File: config.mk
export PLATFORM = sky130hd
export DESIGN_NAME = ren_chain_pipe
export DESIGN_NICKNAME = d
export VERILOG_FILES = /design/src/rtl/ren_chain_pipe.sv
export SDC_FILE = /design/constraint.sdc
export NUM_CORES = 1
export LEC_CHECK = 0
export ABC_AREA = 1
export BUFFER_PORTS_ARGS = -buffer_cell sky130_fd_sc_hd__buf_2
export CAP_MARGIN = 20
export CORE_MARGIN = 2
export CORE_UTILIZATION = 52
export CTS_BUF_LIST = sky130_fd_sc_hd__clkbuf_8
export DETAILED_ROUTE_END_ITERATION = 16
export GPL_TIMING_DRIVEN = 0
export PLACE_DENSITY = 0.77
export SLEW_MARGIN = 20
export SYNTH_ARGS = -nofsm -noshare
export SYNTH_HDL_FRONTEND = slang
export SYNTH_SLANG_ARGS = --single-unit
File: constraint.sdc
create_clock -name clk -period 1.85 [get_ports clk]
set_input_delay 0.185 -clock clk [delete_from_list [all_inputs] [get_ports clk]]
set_output_delay 0.185 -clock clk [all_outputs]
set_load 0.01 [all_outputs]
File: src/rtl/ren_chain_pipe.sv
// ren_chain_pipe
//   Elastic chain of STAGES register slices carrying a read-enable token
//   (io_in_ren) plus a WIDTH-bit payload. Readiness ripples back from the
//   output combinationally, so a full chain still moves one token per cycle
//   when the downstream accepts.
//
//   Handshake: a token moves across a boundary on a clock edge where the
//   sender's valid and the receiver's ready are both 1. Valid never depends
//   on ready. Ready may depend on valid.
//
// Ports
//   clk          rising-edge clock
//   reset        asynchronous active-low reset, clears all stages
//   io_in_ren    upstream token valid
//   io_in_data   upstream payload
//   io_in_ready  chain can take a token this cycle (0 while io_flush=1)
//   io_out_ren   last-stage token valid
//   io_out_data  last-stage payload
//   io_out_ready downstream accepts the last-stage token
//   io_flush     synchronous clear of every stage, beats any transfer
//   io_result    any stage occupied
//   io_count     number of occupied stages, 0..STAGES
module ren_chain_pipe #(
   parameter int STAGES = 4,
   parameter int WIDTH  = 8,
   localparam int CW    = $clog2(STAGES + 1)
) (
   input  logic             clk,
   input  logic             reset,
   input  logic             io_in_ren,
   input  logic [WIDTH-1:0] io_in_data,
   output logic             io_in_ready,
   output logic             io_out_ren,
   output logic [WIDTH-1:0] io_out_data,
   input  logic             io_out_ready,
   input  logic             io_flush,
   output logic             io_result,
   output logic [CW-1:0]    io_count
);

   logic [STAGES-1:0] v_q;
   logic [STAGES-1:0] v_d;
   logic [WIDTH-1:0]  d_q [STAGES];
   logic [WIDTH-1:0]  d_d [STAGES];
   logic [STAGES-1:0] rdy;

   // A stage can take new contents when it is empty or when its own
   // contents are moving on this cycle. Walk from the output backwards.
   always_comb begin
      logic r;
      r   = io_out_ready;
      rdy = '0;
      for (int i = STAGES - 1; i >= 0; i--) begin
         r      = !v_q[i] | r;
         rdy[i] = r;
      end
   end

   // Next-state for valid and payload. The payload only loads when a real
   // token arrives, so an empty slot keeps its previous (stale) value.
   always_comb begin
      v_d = v_q;
      d_d = d_q;
      if (rdy[0]) begin
         v_d[0] = io_in_ren;
         if (io_in_ren) begin
            d_d[0] = io_in_data;
         end
      end
      for (int i = 1; i < STAGES; i++) begin
         if (rdy[i]) begin
            v_d[i] = v_q[i-1];
            if (v_q[i-1]) begin
               d_d[i] = d_q[i-1];
            end
         end
      end
      // Flush wins over every transfer; payloads are left as don't-care.
      if (io_flush) begin
         v_d = '0;
      end
   end

   always_ff @(posedge clk or negedge reset) begin
      if (!reset) begin
         v_q <= '0;
         for (int i = 0; i < STAGES; i++) begin
            d_q[i] <= '0;
         end
      end else begin
         v_q <= v_d;
         for (int i = 0; i < STAGES; i++) begin
            d_q[i] <= d_d[i];
         end
      end
   end

   always_comb begin
      io_count = '0;
      for (int i = 0; i < STAGES; i++) begin
         io_count = io_count + CW'(v_q[i]);
      end
   end

   assign io_in_ready = rdy[0] & !io_flush;
   assign io_out_ren  = v_q[STAGES-1];
   assign io_out_data = d_q[STAGES-1];
   assign io_result   = |v_q;

endmodule

* Yosys cells after proc, flatten, opt, wreduce, memory -nomap -nowiden *
Index checks and enable logic that the tools add are counted.

operators by class
  bitwise logic cells = 5
  add/subtract/negate cells = 3
  reductions and logical operators = 14
  multiplexer cells = 5

operators with widths
  cell                                    number
  2-bit AND reduction                     4
  2-bit nonzero test                      4
  1-bit logical NOT                       5
  1-bit 2-to-1 mux                        4
  4-bit 2-to-1 mux                        1
  1-bit OR                                4
  4-bit OR reduction                      1
  2-bit by 1-bit adder with 3-bit output  1
  3-bit by 1-bit adder with 3-bit output  1
  1-bit by 1-bit adder with 2-bit output  1
  1-bit AND                               1

storage, ports and cells
  word-level logic and storage cells = 35
  output and inout port bits = 14
  input bits = 13
  flip-flop bits (word level) = 36

* Longest topological paths before layout *
Gate-level depths: netlist of run 1.

  word-level depth = 7
  mapped depth = 6
  depth with buffers taken out = 6

* Worst setup path after synthesis of run 1 *
OpenSTA, ideal clock, no wires.

  kind = register -> output
  start point = register v_q[0]
  end point = output io_count[1]
  data required time = 1.665 ns
  buffers on the path = 1
  data arrival time = 1.682 ns
  setup slack = -0.017 ns
  stages on the path, launching flop included = 7
  cell sequence = dfrtp_1 > buf_2 > inv_1 > fa_1 > inv_1 > ha_1 > ha_1

on the way
  cells in the longest elaborated chain, start to end = 3

ends and longest elaborated chain
  what                                    RTL line  text
  from (decl)                             41        logic [STAGES-1:0] v_q;
  from (signal assigned)                  91        v_q <= v_d;
  1-bit by 1-bit adder with 2-bit output  101       io_count = io_count + CW'(v_q[i]);
  2-bit by 1-bit adder with 3-bit output  101
  3-bit by 1-bit adder with 3-bit output  101
  to (decl)                               38        output logic [CW-1:0] io_count

Every way passes these cells.

* Final worst setup path of run 1 *
Same ends and word-level chain as after synthesis.

==> flow_summary.toml, run 1 <==
[final_layout]
drive_gt1_share_pct = 32.5
layout_common_cells = "58 x nand2_1, 36 x dfrtp_1, 29 x nand3_1"
n_fill_cell = 240
fin_cells = 256
area_growth_pct = 25.6
layout_commonest_cell = "nand2_1"
finalNetCount = 228
final_core_util_pct = 67.6
n_antenna_cell = 0

[clock_network]
root_buffer = "clkbuf_8"
htreeDepth = 2
numCtsBuffers = 5
cts_sinks = 36
cts_tree = "yes"
clkLatencyLatePin_ps = 280
cts.path.max_buffers = 2
clk_pin_slew_ps = 70

[floorplanning]
die-area_mm2 = 0.00360
start_util_pct = 53.8
rows = 20
fp.dieW_um = 60.0
ioPinCount = 27
die_y_um = 60.0
core_mm2 = 0.00303

[power]
leakage_nw = 1.14
powerDensity_mw_per_mm2 = 960
p_total_mw = 1.96
vdd_drop_max_v = 0.000606

[logic_synthesis]
synthCells = 170
ys_ff_latch = 36
synth_area_leader_cell = "dfrtp_1"
yosysSeqAreaShare_pct = 55.3
netlist_area_mm2 = 0.00163
synth_nets = 187
postSynthAreaPerCell_um2 = 9.59
synth_area_leaders = "dfrtp_1 55%, nand2_1 13%, nand3_1 8.9%"
yosysWarnings = 0
synth_top_area_share_pct = 55.3
ys_types = 19

[route]
drtIter0Drc = 37
drcViolationCount = 0
first_pass_iters = 4
avgViaCountPerCell = 4.55
wl_um = 2760
vias = 1165
wire_per_inst_um = 10.8
ant_nets = 0

[timing]
hold_viol = 0
drv_slew = 0
skew_ps = 2.07
worst_pin_slew_ps = 760
finalCritPeriodShare_pct = 112
fmax_mhz = 485
setup_viol = 3
layout_setup_ws_ps = -213
slew_headroom_pct = 49.3
fin_hold_ws_ps = 131
period_needed_ps = 2060
rsz0062_at_grt = "yes"

[global_route]
first_global_vias = 1135
grt_max_degree = 37
grtUsageTotal_pct = 19.4
antenna_found_initial = 0
overflow = 0
grt_pass1_wl_um = 4950

[place]
place_congestion = 0.761
place_inst = 239
hpwl_um = 1870
portBuffers = 25

[flow_run]
max_cap_violations = 0

[worst_setup_path]
cp-endpoint = "io_count[1]"
endpoint_kind = "primary output"
critPathMaxFanout = 2
cp-startpoint = "v_q[0]"
reg2reg_depth = 7
rr_startpoint = "v_q[3]"
critPathArrivalTime_ps = 1880
r2r_slack_ps = 640
start_kind = "register"
required_ps = 1660
path_class = "reg -> out"
rr_endpoint = "d_q[26]"

[min_path]
min_delay_path_depth = 3
hp-class = "in -> reg"

[outcome]
status = "complete, but fails checks"
violations = "negative setup slack"
## how the worst min path moves through the flow
stage	startpoint	end	slack, ps
finish	io_in_data[1]	d_q[25]	130
global route	io_flush	v_q[0]	130
CTS	io_flush	v_q[0]	120
detailed placement	reset	io_out_data[0]	290
global placement	reset	v_q[3]	280
floorplan	reset	d_q[10]	-110
## cell usage after synthesis
cell,count
a21oi_4,1
nand2_2,2
nor2_1,3
buf_2,2
inv_2,2
nand3_4,1
buf_6,2
a21oi_1,5
nand2_4,3
inv_1,9
dfrtp_1,36
ha_1,3
buf_4,9
nand4_4,1
nand3_1,29
nand2_1,58
fa_1,1
nor2_8,1
o21ai_1,2
## metrics by stage
| step | worst slack, ps | TNS [ps] | area, um^2 |
|---|---|---|---|
| 3_3_place_gp | -92.1 | -92.1 | 1810 |
| 6_report | -213 | -354 | 2050 |
| 2_1_floorplan | 37.6 | 0 | 1630 |
| 3_5_place_dp | -165 | -193 | 1810 |
| 4_1_cts | -175 | -258 | 2030 |
| 5_1_grt | -277 | -536 | 2050 |
## registers in the layout, indices dropped and copies added (netlist names)
name	count
d_q	24
io_out_data	8
v_q	4
## what timing repair did
action | CTS | global route
pin swaps | 2 | 0
setup endpoints to repair | 3 | 3
endpoints found under the hold margin | 36 | 0
hold buffers | 1 | 0
buffers inserted | 6 | 2
gates cloned | 0 | 0
resized for setup | 13 | 0
## where the power goes
group          total [mW]  leakage [nW]  switching [mW]  internal (mW)
Combinational       0.345         0.627           0.168          0.177
Sequential          0.973         0.457          0.0655          0.908
Clock               0.646        0.0593           0.252          0.394
Total                1.96          1.14           0.486           1.48
## layout make-up
class | count | area, um^2 | share of cell area (%)
well taps | 44 | 55.1 | 2.69
clock buffers | 5 | 68.8 | 3.36
flip-flops and latches | 36 | 901 | 44.0
plain buffers | 13 | 110 | 5.38
clock inverters | 3 | 38.8 | 1.89
repair buffers | 34 | 214 | 10.5
inverters | 11 | 46.3 | 2.26
multi-input cells | 110 | 613 | 30.0
## metal layers
layer  global-route usage [%]  wire length [um]  up-vias
li1                         -                 -      616
met1                     21.5              1210      516
met2                     33.9              1360       27
met3                     4.55               122        6
met4                     10.5                58        0
met5                        0                 0        -
## worst max-delay path, cell delays in order (launching register included)
cell,delay (ps)
dfrtp_1,380
buf_6,120
inv_4,30
fa_1,490
inv_2,50
ha_4,150
ha_4,270
buf_6,100
## cells by family (layout without fill, tap and decap cells)
group	Yosys count	after routing	synth area share, %
adder cells (fa/ha/maj)	4	4	3.53
buffers and inverters	24	66	8.67
AND/OR/NAND/NOR	98	98	29.4
flip-flops	36	36	55.3
AO/OA/AOI/OAI	8	8	3.15
No activity file was read; power rests on OpenSTA's default activity.
==> run 2, diff against run 1 <==
- CORE_ASPECT_RATIO: default -> 1.5
==> flow_summary.toml, run 2 (synthesis results as in run 1) <==
[outcome]
status = "complete, but fails checks"
violations = "negative setup slack"

[min_path]
hp-class = "in -> reg"

[timing]
skew_ps = 2.22
slew_headroom_pct = 48.7
finalCritPeriodShare_pct = 111
layout_setup_ws_ps = -199
rsz0062_at_grt = "yes"
setup_viol = 3
fin_hold_ws_ps = 128
period_needed_ps = 2050
worst_pin_slew_ps = 770
fmax_mhz = 488
drv_slew = 0
hold_viol = 0

[place]
place_congestion = 0.799
pre_cts_ws_ps = -152
place_inst = 234
portBuffers = 25

[floorplanning]
core_mm2 = 0.00294
rows = 24
die_y_um = 72.6
fp.dieW_um = 49.7
die-area_mm2 = 0.00361
ioPinCount = 27
start_util_pct = 55.4

[worst_setup_path]
path_buf_inv = 4
required_ps = 1660
critPathMaxFanout = 2
critPathArrivalTime_ps = 1860
start_kind = "register"
cp_slowest_cell = "fa_1"
path_class = "reg -> out"
path_cells = "buf_6 > inv_4 > fa_1 > inv_2 > ha_4 > ha_4 > buf_6"
endpoint_kind = "primary output"
slowest_delay_ps = 500
critical_path.top_delay_family = "adder cells"

[power]
pwr-share-comb_pct = 18.6
leakage_nw = 1.13
power_frac_seq_pct = 52.0
vdd_drop_max_v = 0.000670
powerDensity_mw_per_mm2 = 927
switching_share_pct = 26.4
power.internal_mw = 1.38
clockPowerShare_pct = 29.4
p_switching_uw = 493

[final_layout]
largest_reg_flops = 24
top_register = "d_q"
area_growth_pct = 23.6
drive_gt1_share_pct = 31.8
layout_common_cells = "58 x nand2_1, 36 x dfrtp_1, 29 x nand3_1"
layout_commonest_cell = "nand2_1"
n_antenna_cell = 0
n_fill_cell = 251
fin_cells = 250
finalNetCount = 227

[route]
avgViaCountPerCell = 4.93
ant_nets = 0
met3WireLength_um = 140
top_layer_used = "met4"
drcViolationCount = 0
wl_um = 2870
dr_wl_met2_um = 1640
vias = 1232
wire_per_inst_um = 11.5
first_pass_iters = 4
wl_met1_um = 1060
drtIter0Drc = 14

[clock_network]
numCtsBuffers = 5
root_buffer = "clkbuf_8"
htreeDepth = 2
cts_sinks = 36
cts.path.max_buffers = 2
clkLatencyLatePin_ps = 280
clk_pin_slew_ps = 60
cts_tree = "yes"

[global_route]
grt_pass1_wl_um = 5160
grt_max_degree = 37
first_global_vias = 1221
overflow = 0
antenna_found_initial = 0
grtUsageTotal_pct = 18.9

[flow_run]
max_cap_violations = 0
-- run 2: per-layer routing --
layer / track usage, % / up-vias
li1: - / 610
met1: 17.8 / 583
met2: 37.2 / 35
met3: 6.15 / 4
met4: 6.48 / 0
met5: 0 / -
-- run 2: cell type report --
| class | instances | area, um^2 | share of cell area [%] |
|---|---|---|---|
| sequential | 36 | 901 | 44.7 |
| buffer | 13 | 110 | 5.46 |
| clock inverter | 2 | 7.51 | 0.372 |
| inverter | 11 | 46.3 | 2.30 |
| tap | 39 | 48.8 | 2.42 |
| timing repair buffer | 33 | 206 | 10.2 |
| clock buffer | 6 | 82.6 | 4.10 |
| multi-input combinational | 110 | 613 | 30.4 |
-- run 2: worst paths after layout --
path / startpoint / end / slack, ps / cells past startpoint
hold / removal: io_flush / v_q[0] / 130 / 2
setup / recovery: v_q[0] / io_count[1] / -200 / 7
setup reg to reg: v_q[3] / d_q[31] / 620 / 7
min in group asynchronous: reset / v_q[3] / 510 / 2
hold reg to reg: d_q[19] / d_q[19] / 470 / 2
max in group asynchronous: reset / d_q[23] / 850 / 2
-- run 2: power groups by stage --
stage          Clock [mW]  Sequential [mW]  Combinational, mW
2_1_floorplan           0            0.968              0.224
3_3_place_gp            0            0.976              0.307
3_5_place_dp            0            0.986              0.323
4_1_cts             0.560            0.972              0.351
5_1_grt             0.599            0.988              0.393
6_report            0.549            0.972              0.347
-- run 2: worst register-to-register path, delay by kind of cell (launching register included) --
kind	cells	cell delay, ps
and+or+nand+nor	4	390
DFF	1	360
buffers and inverters	3	360
-- run 2: through the flow --
step	cell area, um^2	power [mW]	setup TNS [ps]	util (%)
6_report	2020	1.87	-336	68.5
5_1_grt	2020	1.98	-453	68.5
4_1_cts	2010	1.88	-275	68.2
3_5_place_dp	1810	1.31	-206	61.4
3_3_place_gp	1810	1.28	-91.1	61.4
2_1_floorplan	1630	1.19	0	-
-- run 2: what timing repair did --
action                                  in CTS  in global routing
endpoints found under the hold margin       36                  0
hold buffers                                 1                  0
endpoints found under the setup margin       3                  3
gates resized for setup                     13                  0
buffers inserted                             6                  1
pin swaps                                    2                  0
gates cloned                                 0                  0
==> run 3, diff against run 2 <==
- CTS_BUF_LIST: sky130_fd_sc_hd__clkbuf_8 -> sky130_fd_sc_hd__clkbuf_4 sky130_fd_sc_hd__clkbuf_8
==> flow_summary.toml, run 3 (synthesis results as in run 1) <==
[place]
pre_cts_ws_ps = -152
portBuffers = 25
place_congestion = 0.799
placed_area_mm2 = 0.00181

[timing]
finalCritPeriodShare_pct = 111
rsz0062_at_grt = "yes"
skew_ps = 2.45
fmax_mhz = 488
setup_viol = 3
slew_headroom_pct = 48.7
drv_slew = 0
hold_viol = 0
layout_setup_ws_ps = -198
worst_pin_slew_ps = 770
period_needed_ps = 2050

[power]
p_total_mw = 1.91
clockPowerShare_pct = 30.9
power.internal_mw = 1.42
p_switching_uw = 492
vdd_drop_max_v = 0.000669
leakage_nw = 1.13
pwr-share-comb_pct = 18.2
power_frac_seq_pct = 50.9
powerDensity_mw_per_mm2 = 943
switching_share_pct = 25.8

[flow_run]
max_cap_violations = 0

[outcome]
status = "complete, but fails checks"
violations = "negative setup slack"

[worst_setup_path]
path_buf_inv = 4
reg2reg_depth = 7
cp_slowest_cell = "fa_1"
cp-endpoint = "io_count[1]"
cp-startpoint = "v_q[0]"
slowest_delay_ps = 500
start_kind = "register"
rr_startpoint = "v_q[3]"
rr_endpoint = "d_q[31]"
critPathMaxFanout = 2
required_ps = 1660
path_cells = "buf_6 > inv_4 > fa_1 > inv_2 > ha_4 > ha_4 > buf_6"
critPathArrivalTime_ps = 1860
cp.depth = 7
path_class = "reg -> out"
critical_path.top_delay_family = "adder cells"
r2r_slack_ps = 620
endpoint_kind = "primary output"

[floorplanning]
ioPinCount = 27
rows = 24
start_util_pct = 55.4
die-area_mm2 = 0.00361
core_mm2 = 0.00294
die_y_um = 72.6
fp.dieW_um = 49.7

[final_layout]
area_growth_pct = 24.1
layout_commonest_cell = "nand2_1"
finalNetCount = 227
top_register = "d_q"
fin_area_mm2 = 0.00202
drive_gt1_share_pct = 32.7
largest_reg_flops = 24
n_antenna_cell = 0
layout_common_cells = "58 x nand2_1, 36 x dfrtp_1, 29 x nand3_1"

[global_route]
overflow = 0
grt_max_degree = 37
antenna_found_initial = 0
grt_pass1_wl_um = 5160
first_global_vias = 1221
grtUsageTotal_pct = 18.9

[route]
wire_per_inst_um = 11.5
wl_um = 2870
drtIter0Drc = 14
first_pass_iters = 4
avgViaCountPerCell = 4.92
ant_nets = 0
vias = 1230
drcViolationCount = 0

[clock_network]
clk_pin_slew_ps = 60
numCtsBuffers = 5
cts_tree = "yes"
cts.path.max_buffers = 2
clkLatencyLatePin_ps = 280
root_buffer = "clkbuf_8"
htreeDepth = 2
cts_sinks = 36

[min_path]
hp-class = "in -> reg"
min_delay_path_depth = 2
==> run 3: cell types whose count changed in the layout (fill, tap and decap cells not counted) <==
| cell | previous run | this run |
|---|---|---|
| clkbuf_4 | 0 | 2 |
| inv_1 | 8 | 6 |
==> run 3: worst reg2reg max path: cells and delay by family, from the launching register on <==
kind / cells / cell delay [ps]
AND/OR/NAND/NOR: 4 / 390
buffers and inverters: 3 / 360
flip-flops: 1 / 360
==> run 3: worst min-delay path by stage <==
stage | start | endpoint | slack, ps
2_1_floorplan | reset | d_q[10] | -110
3_3_place_gp | reset | v_q[3] | 280
3_5_place_dp | reset | v_q[3] | 300
4_1_cts | io_flush | v_q[0] | 120
5_1_grt | io_flush | v_q[0] | 130
6_report | io_flush | v_q[0] | 130
==> run 3: power by group through the flow <==
| stage | Combinational, mW | Clock, mW | Sequential (mW) |
|---|---|---|---|
| 2_1_floorplan | 0.224 | 0 | 0.968 |
| 3_3_place_gp | 0.307 | 0 | 0.976 |
| 3_5_place_dp | 0.323 | 0 | 0.986 |
| 4_1_cts | 0.351 | 0.600 | 0.972 |
| 5_1_grt | 0.393 | 0.638 | 0.988 |
| 6_report | 0.347 | 0.589 | 0.972 |
==> run 3: stage by stage <==
step           std cells  setup TNS, ps  hold slack (ps)  utilization (%)
5_1_grt              250           -453              132             68.8
3_5_place_dp         234           -206              301             61.4
4_1_cts              249           -275              120             68.5
3_3_place_gp         234          -91.1              276             61.4
6_report             250           -335              128             68.8
2_1_floorplan        170              0             -111                -
==> run 3: cell type report <==
type / instances / area [um^2]
plain buffers: 13 / 110
clock buffers: 8 / 97.6
fillers: 250 / 920
inverters: 11 / 46.3
multi-input cells: 110 / 613
flip-flops and latches: 36 / 901
well taps: 39 / 48.8
repair buffers: 33 / 206
==> run 3: per-layer routing <==
layer  share of wire (%)  global-route usage [%]  vias up  routed length, um
met4                 1.1                    6.48        0                 31
met3                 4.9                    6.15        4                140
met5                   0                       0        -                  0
li1                    -                       -      610                  -
met2                  57                    37.2       35               1640
met1                  37                    17.8      581               1060
==> run 3: timing repair <==
item / CTS / global route
gates resized for setup: 13 / 0
pin swaps: 2 / 0
setup endpoints to repair: 3 / 3
hold endpoints to repair: 36 / 0
hold buffers: 1 / 0
setup buffers: 6 / 1
cloned: 0 / 0
